## src/rtl/mycpu_pkg.sv

```systemverilog
// Shared CPU types: instruction opcodes and control-unit state encoding.
package mycpu_pkg;

   typedef enum logic [6:0] {
      OP_ADD = 7'h00,
      OP_SUB = 7'h01,
      OP_AND = 7'h02,
      OP_OR  = 7'h03,
      OP_XOR = 7'h04,
      OP_NOT = 7'h05,
      OP_MOV = 7'h06,
      OP_SHL = 7'h07,
      OP_SHR = 7'h08,
      OP_LDI = 7'h09,
      OP_ADI = 7'h0A,
      OP_IOR = 7'h0B,
      OP_IOW = 7'h0C,
      OP_MUL = 7'h10,
      OP_LD  = 7'h20,
      OP_ST  = 7'h21,
      OP_BRZ = 7'h30,
      OP_BRN = 7'h31,
      OP_JMP = 7'h32,
      OP_HAL = 7'h3E,
      OP_XXL = 7'h3F
   } opcode_t;

   typedef enum logic [2:0] {
      RST = 3'd0,
      INF = 3'd1,
      EX0 = 3'd2,
      EXM = 3'd3,
      MWT = 3'd4,
      HLT = 3'd5
   } cu_state_t;

endpackage

```

## src/rtl/cu_mc_ctrl.sv

```systemverilog
// Multi-cycle CPU control unit: fetch / execute sequencing, multi-cycle MUL,
// memory wait with timeout, halt / resume.
// Ports:
//   clk, rst_n          clock, async active-low reset
//   ins_in[15:0]        instruction, opcode in [15:9]
//   z_in, n_in          ALU zero / negative flags (used in EX0 for branches)
//   mem_rdy             data memory ready
//   resume              restart request, honoured in HLT only without error
//   il_out              instruction register load
//   ps_out[1:0]         PC control: 00 hold, 01 inc, 10 rel branch, 11 jump
//   mreq_out, wen_out   data memory request / write enable
//   hlt_out, err_out    halted, sticky memory-timeout error
//   st_out[2:0]         current state (cu_state_t)
// Outputs are decoded from the state register; in EX0 they also depend on
// the opcode and flags of the same cycle.
module cu_mc_ctrl
   import mycpu_pkg::*;
#(
   parameter int unsigned MUL_CYC = 4,
   parameter int unsigned MEM_TO  = 8
) (
   input  logic        clk,
   input  logic        rst_n,
   input  logic [15:0] ins_in,
   input  logic        z_in,
   input  logic        n_in,
   input  logic        mem_rdy,
   input  logic        resume,
   output logic        il_out,
   output logic [1:0]  ps_out,
   output logic        mreq_out,
   output logic        wen_out,
   output logic        hlt_out,
   output logic        err_out,
   output logic [2:0]  st_out
);

   localparam int unsigned MC_W = 4;
   localparam int unsigned TO_W = 8;
   localparam logic [MC_W-1:0] MC_LOAD = MC_W'(MUL_CYC - 2);
   localparam logic [TO_W-1:0] TO_LAST = TO_W'(MEM_TO - 1);

   cu_state_t       state, state_nxt;
   logic [MC_W-1:0] mc_cnt, mc_nxt;
   logic [TO_W-1:0] to_cnt, to_nxt;
   logic            err_q, err_nxt;
   logic            is_st, is_st_nxt;
   opcode_t         opc;
   logic            unused_ins;

   assign opc        = opcode_t'(ins_in[15:9]);
   assign unused_ins = ^ins_in[8:0];
   assign err_out    = err_q;
   assign st_out     = state;

   // State, counters, sticky error and latched store flag
   always_ff @(posedge clk or negedge rst_n) begin
      if (!rst_n) begin
         state  <= RST;
         mc_cnt <= '0;
         to_cnt <= '0;
         err_q  <= 1'b0;
         is_st  <= 1'b0;
      end else begin
         state  <= state_nxt;
         mc_cnt <= mc_nxt;
         to_cnt <= to_nxt;
         err_q  <= err_nxt;
         is_st  <= is_st_nxt;
      end
   end

   // Next-state and output decode
   always_comb begin
      state_nxt = state;
      mc_nxt    = mc_cnt;
      to_nxt    = to_cnt;
      err_nxt   = err_q;
      is_st_nxt = is_st;
      il_out    = 1'b0;
      ps_out    = 2'b00;
      mreq_out  = 1'b0;
      wen_out   = 1'b0;
      hlt_out   = 1'b0;

      case (state)
         RST: state_nxt = INF;
         INF: begin
            il_out    = 1'b1;
            ps_out    = 2'b01;
            state_nxt = EX0;
         end
         EX0: begin
            state_nxt = INF;
            case (opc)
               OP_ADD, OP_SUB, OP_AND, OP_OR, OP_XOR, OP_NOT, OP_MOV,
               OP_SHL, OP_SHR, OP_LDI, OP_ADI, OP_IOR, OP_IOW:
                  ps_out = 2'b00;
               OP_MUL: begin
                  mc_nxt    = MC_LOAD;
                  state_nxt = EXM;
               end
               OP_LD, OP_ST: begin
                  mreq_out  = 1'b1;
                  wen_out   = (opc == OP_ST);
                  // Remember the access type so MWT ignores later opcode changes
                  is_st_nxt = (opc == OP_ST);
                  if (!mem_rdy) begin
                     to_nxt    = '0;
                     state_nxt = MWT;
                  end
               end
               OP_BRZ: ps_out = z_in ? 2'b10 : 2'b00;
               OP_BRN: ps_out = n_in ? 2'b10 : 2'b00;
               OP_JMP: ps_out = 2'b11;
               default: state_nxt = HLT;
            endcase
         end
         EXM: begin
            if (mc_cnt == '0) begin
               state_nxt = INF;
            end else begin
               mc_nxt = mc_cnt - 1'b1;
            end
         end
         MWT: begin
            mreq_out = 1'b1;
            wen_out  = is_st;
            // Ready wins over timeout in the same cycle
            if (mem_rdy) begin
               state_nxt = INF;
            end else if (to_cnt == TO_LAST) begin
               state_nxt = HLT;
               err_nxt   = 1'b1;
            end else begin
               to_nxt = to_cnt + 1'b1;
            end
         end
         HLT: begin
            hlt_out = 1'b1;
            if (resume && !err_q) begin
               state_nxt = INF;
            end
         end
         default: state_nxt = RST;
      endcase
   end

endmodule
```

## config.mk

```make
export PLATFORM = sky130hd
export DESIGN_NAME = cu_mc_ctrl
export DESIGN_NICKNAME = d
export VERILOG_FILES = /design/src/rtl/mycpu_pkg.sv /design/src/rtl/cu_mc_ctrl.sv
export SDC_FILE = /design/constraint.sdc
export NUM_CORES = 1
export LEC_CHECK = 0
export ABC_AREA = 1
export BUFFER_PORTS_ARGS = -buffer_cell sky130_fd_sc_hd__buf_4
export CAP_MARGIN = 10
export CORE_UTILIZATION = 52
export DETAILED_ROUTE_END_ITERATION = 10
export GPL_TIMING_DRIVEN = 0
export PLACE_DENSITY = 0.79
export RECOVER_POWER = 50
export SLEW_MARGIN = 15
export SYNTH_ARGS = -nofsm -noshare
export SYNTH_HDL_FRONTEND = slang
export SYNTH_SLANG_ARGS = --single-unit
```

## constraint.sdc

```tcl
create_clock -name clk -period 1.6 [get_ports clk]
set_input_delay 0.32 -clock clk [delete_from_list [all_inputs] [get_ports clk]]
set_output_delay 0.32 -clock clk [all_outputs]
set_load 0.01 [all_outputs]
```

=== Word level (Yosys, flattened, before mapping) ===
Cells that the tools add are included.

* Bitwise gates (word level): 1
* Reduce and logical (&&, ||, !) cells: 14
* Add/sub/neg operators: 2
* Multiplexer cells: 25
* Equality and inequality tests: 33

{| class="wikitable"
|+ Operators with widths
! cell !! number
|-
| 7-bit by 4-bit equality test with 1-bit output, second input constant || 5
|-
| 7-bit by 6-bit equality test with 1-bit output, second input constant || 5
|-
| 8-bit two-way mux || 4
|-
| 7-bit by 3-bit equality test with 1-bit output, second input constant || 4
|-
| 3-bit one-hot mux with 6 select lines || 1
|-
| 8-bit one-hot mux with 2 select lines || 1
|-
| 16-bit OR reduction || 1
|-
| 3-bit two-way mux || 5
|-
| 7-bit by 2-bit equality test with 1-bit output, second input constant || 2
|-
| 2-bit inequality test, second input constant || 7
|-
| 3-bit one-hot mux with 3 select lines || 1
|-
| 3-bit AND reduction || 3
|-
| 8-bit by 1-bit adder with 8-bit output, second input constant || 1
|-
| 8-bit by 3-bit equality test with 1-bit output, second input constant || 1
|-
| 4-bit two-way mux || 2
|-
| 4-bit one-hot mux with 2 select lines || 1
|-
| 7-bit by 1-bit equality test with 1-bit output, second input constant || 1
|-
| 7-bit by 5-bit equality test with 1-bit output, second input constant || 1
|-
| 7-bit logical NOT || 1
|-
| 3-bit by 2-bit equality test with 1-bit output, second input constant || 2
|-
| 3-bit equality test, second input constant || 2
|-
| 2-bit one-hot mux with 3 select lines || 1
|-
| 5-bit AND reduction || 1
|-
| 4-bit logical NOT || 1
|-
| 15 further kinds || 21
|}

* Logic and storage cells: 80
* Register bits: 17
* Input bits: 22

=== Depth between registers and ports, before layout ===
* Depth after elaboration: 4
* Mapped depth: 9
* Mapped depth without buffers: 9

=== Worst setup path after synthesis ===
No wires, ideal clock.

* Path kind: register to output
* From: register state[2], in the netlist st_out[2]
* To: output ps_out[0]
* Cell stages (with the launch flop): 4
* Arrival time: 1096 ps
* Path buffers: 0
* Data required time: 1280 ps
* Setup slack: 184 ps
* Cells stage by stage: dfrtp_1 nor3_1 inv_1 nand2_1

* Cells in the longest elaborated chain, start to end: 2

{| class="wikitable"
|+ Ends and longest elaborated chain
! element !! line !! source
|-
| start, declared || cu_mc_ctrl.sv:43 || <nowiki>cu_state_t state, state_nxt;</nowiki>
|-
| start signal, assigned || cu_mc_ctrl.sv:65 || <nowiki>state <= state_nxt;</nowiki>
|-
| 3-bit by 2-bit equality test with 1-bit output / 3-bit by 1-bit equality test with 1-bit output (equally long branches) || cu_mc_ctrl.sv:86 || <nowiki>case (state)</nowiki>
|-
| 2-bit one-hot mux with 2 select lines * || cu_mc_ctrl.sv:86 ||
|-
| end, declared || cu_mc_ctrl.sv:30 || <nowiki>output logic [1:0] ps_out,</nowiki>
|}

Mark *: on every way between the ends. The rest lies on a longest branch, timed or not.

=== Worst setup path in the final report ===
* From: register state[0], in the netlist st_out[0]
* To: output wen_out

* Cells in the longest elaborated chain, start to end: 2

{| class="wikitable"
|+ Ends and longest elaborated chain
! element !! line !! source
|-
| 3-bit equality test / 3-bit by 2-bit equality test with 1-bit output (equally long branches) || cu_mc_ctrl.sv:86 ||
|-
| 1-bit one-hot mux with 2 select lines * || cu_mc_ctrl.sv:86 ||
|-
| end, declared || cu_mc_ctrl.sv:32 || <nowiki>output logic wen_out,</nowiki>
|}

Marks and branches as above.

==> results.py <==
metrics = {
    "global_routing": {
        "grt_pass1_wl_um": 4754,
        "grtUsageMet2_pct": 47.11,
        "grtUsageMet1_pct": 27.31,
        "antenna_found_initial": 0,
        "grt.total_usage_pct": 25.35,
        "gr-total-overflow": 0,
        "grt-busiest-layer": "met2",
        "grt_pass1_vias": 1159,
        "grt_max_degree": 18,
        "grt_use_met3_pct": 6.364,
    },
    "worst_setup_path": {
        "required_ns": 1.28,
        "worst-path-buf-inv": 2,
        "cp_slowest_stage_delay_ns": 0.42,
        "slowest_stage": "dfrtp_1",
        "path_delay_family": "simple AND/OR/NAND/NOR gates",
        "crit-reg2reg-launch": "st_out[2]",
        "cp_cell_sequence": "inv_4, nand3_4, nor2_4, nand3_2, nand2_2, buf_6",
        "critPathKind": "reg -> out",
        "cp.arrival_ns": 1.40,
        "end_kind": "output pin",
        "crit_fanout": 4,
        "critPathLaunch": "st_out[0]",
        "cp-start-kind": "flop",
    },
    "sta": {
        "worst_pin_slew_ns": 0.9391,
        "finalCriticalPeriod_ns": 1.719,
        "finalCritPeriodShare_pct": 107.4,
        "fin_skew_ns": 0.0009296,
        "rsz0062_at_grt": "true",
        "max_freq_ghz": 0.5818,
        "fin_ws_ns": -0.1189,
        "tns_ns": -0.3475,
        "slew_headroom_pct": 37.39,
        "setup_viol": 4,
        "final_hold_viol_count": 0,
        "drv_slew": 0,
    },
    "drt": {
        "ant_nets": 0,
        "viasPerCell": 5.134,
        "route.detailed.drc": 0,
        "vias": 1222,
        "drt_first_pass_iters": 4,
        "drt_iter0_drc": 25,
        "drt_wl_total_um": 2945,
        "wl_per_cell_um": 12.37,
    },
    "synthesis": {
        "synth.top_cell.area_share_pct": 34.76,
        "ys.flop_type": "dfrtp_1",
        "synthMostInstantiatedCell": "nand2_1",
        "ys_async_sr_fraction_pct": 100.0,
        "synth_common_cells": "nand2_1 (57), nor2_1 (22), dfrtp_1 (17), inv_1 (17), nand3_1 (15)",
        "synth_nets": 199,
        "ys_seq_elements": 17,
        "seq_area_frac_synth_pct": 34.76,
        "syn_inst": 175,
        "yosysTopAreaCell": "dfrtp_1",
        "yosysWarnings": 0,
        "synth_edf_count": 0,
        "yosysUniqueCellTypes": 22,
        "synth_area_leaders": "dfrtp_1 (35%), nand2_1 (17%), nor2_1 (6.7%)",
        "syn_area_sq_um": 1224,
        "avgSynthCellArea_sq_um": 6.992,
    },
    "worst_hold_path": {
        "min_path_type": "in -> reg",
        "min_from": "mem_rdy",
    },
    "finish": {
        "nNetsFinal": 235,
        "area_delta_synth_final_pct": 29.86,
        "drive_gt1_share_pct": 31.43,
        "diodes": 0,
        "fin_cells": 238,
    },
    "place": {
        "io_buffers": 22,
        "dp_hpwl_um": 2117,
        "place_inst": 225,
        "gp_congestion": 0.9200,
        "place_ws_ns": 0.04020,
    },
    "floorplan": {
        "io_pins": 32,
        "die_w_um": 50.51,
        "die_area_sq_um": 2551,
        "num_rows": 17,
        "fp.coreArea_sq_um": 2212,
        "die_y_um": 50.51,
        "start_util_pct": 55.32,
    },
    "clocking": {
        "cts_root_buffer": "clkbuf_4",
        "clock_latency_ns": 0.30,
        "clk_pin_slew_worst_paths_ns": 0.10,
        "cts_tree": "yes",
        "numCtsBuffers": 3,
        "htreeDepth": 1,
        "clock_path_buffers": 2,
        "clock-sinks": 17,
    },
    "power": {
        "p_per_area_nw_per_um2": 1246,
        "vdd_drop_max_v": 0.0009113,
        "p_total_w": 0.001980,
        "power_leakage_nw": 0.8537,
    },
    "status": {
        "status": "finished with violations",
        "violations": "negative setup slack",
    },
    "job": {
        "max_cap_viol_count": 0,
    },
}
-- metal layers --
| metal | part of all wire [%] | vias up |
|---|---|---|
| li1 | - | 621 |
| met1 | 43 | 572 |
| met2 | 52 | 24 |
| met3 | 3.8 | 5 |
| met4 | 1.3 | 0 |
| met5 | 0 | - |
-- sequential cells by signal (all words and copies together) (netlist names) --
register  flops
to_cnt        8
err_out       1
mc_cnt        4
st_out        3
is_st         1
-- path summary, 6_finish.rpt --
path	to	slack (ns)	cells after the start
max	wen_out	-0.12	6
min	err_out	0.35	4
max reg2reg	st_out[0]	0.05	8
min reg2reg	is_st	0.49	2
max in group asynchronous	st_out[2]	0.31	2
min in group asynchronous	st_out[1]	0.66	2
-- power by group --
group	switching, W	leakage, nW	internal, W
Clock	0.000151	0.0177	0.0000934
Sequential	0.0000894	0.217	0.000532
Combinational	0.000664	0.619	0.000449
-- worst register-to-register path, stage by stage, from the launching register on --
cell and delay (ns):
dfrtp_2 0.44, buf_4 0.16, buf_4 0.14, nor3_4 0.21
nand2_2 0.13, nand2_1 0.09, nor2_1 0.05, o21ai_1 0.10
nand3_1 0.11
-- layout make-up --
| cell class | instances | area, sq um |
|---|---|---|
| tap | 28 | 35.03 |
| fill | 188 | 623.1 |
| clock inverter | 1 | 5.005 |
| multi-input combinational | 133 | 749.5 |
| sequential | 17 | 427.9 |
| clock buffer | 3 | 22.52 |
| inverter | 25 | 106.4 |
| timing repair buffer | 31 | 242.7 |
-- per-stage QoR --
step	hold slack [ns]	instance area, sq um	util (%)
6_report	0.3513	1589	71.83
5_1_grt	0.3560	1589	71.83
3_3_place_gp	0.1980	1424	64.37
2_1_floorplan	0.02441	1224	-
3_5_place_dp	0.1979	1424	64.37
4_1_cts	0.2993	1506	68.10
-- placed cells by master (no fill, tap or decap) --
| cell type | count |
|---|---|
| nand3_2 | 2 |
| nor3_1 | 3 |
| clkinv_2 | 1 |
| nor3_2 | 1 |
| nand4_1 | 3 |
| buf_6 | 3 |
| dfrtp_2 | 2 |
| nand4_2 | 2 |
| nor2_2 | 1 |
| o21ai_1 | 7 |
| nand3b_1 | 1 |
| dlygate4sd3_1 | 1 |
| nand2_2 | 6 |
| inv_4 | 3 |
| inv_2 | 4 |
| nor2_1 | 22 |
| inv_1 | 17 |
| o21ai_2 | 1 |
| nand2_1 | 52 |
| xor2_1 | 7 |
| buf_4 | 26 |
| a21oi_1 | 1 |
| nand2_4 | 4 |
| nor2_4 | 2 |
| nand3_4 | 3 |
| clkbuf_1 | 1 |
| dfrtp_1 | 15 |
| clkinv_4 | 1 |
| ha_1 | 2 |
| nor3_4 | 1 |
| nand3_1 | 12 |
| clkbuf_4 | 3 |
-- what timing repair did --
item | 4_1_cts | 5_1_grt
setup endpoints to repair | 4 | 9
hold buffers | 1 | 0
hold endpoints to repair | 17 | 0
pin swaps | 1 | 5
buffers inserted | 4 | 4
gates resized for setup | 5 | 15
-- logic make-up (layout without fill, tap and decap cells) --
group                      count (synthesis)  count (layout)  share of synthesized area, %
AOI/OAI and AO/OA                          9               9                         3.987
xor gates and xnor gates                   7               7                         5.010
adders and majority gates                  2               2                         2.045
buffers and inverters                     25              60                         8.078
DFF                                       17              17                         34.76
and+or+nand+nor                          115             115                         46.11
Note: power is estimated with default switching activity, not from simulation.
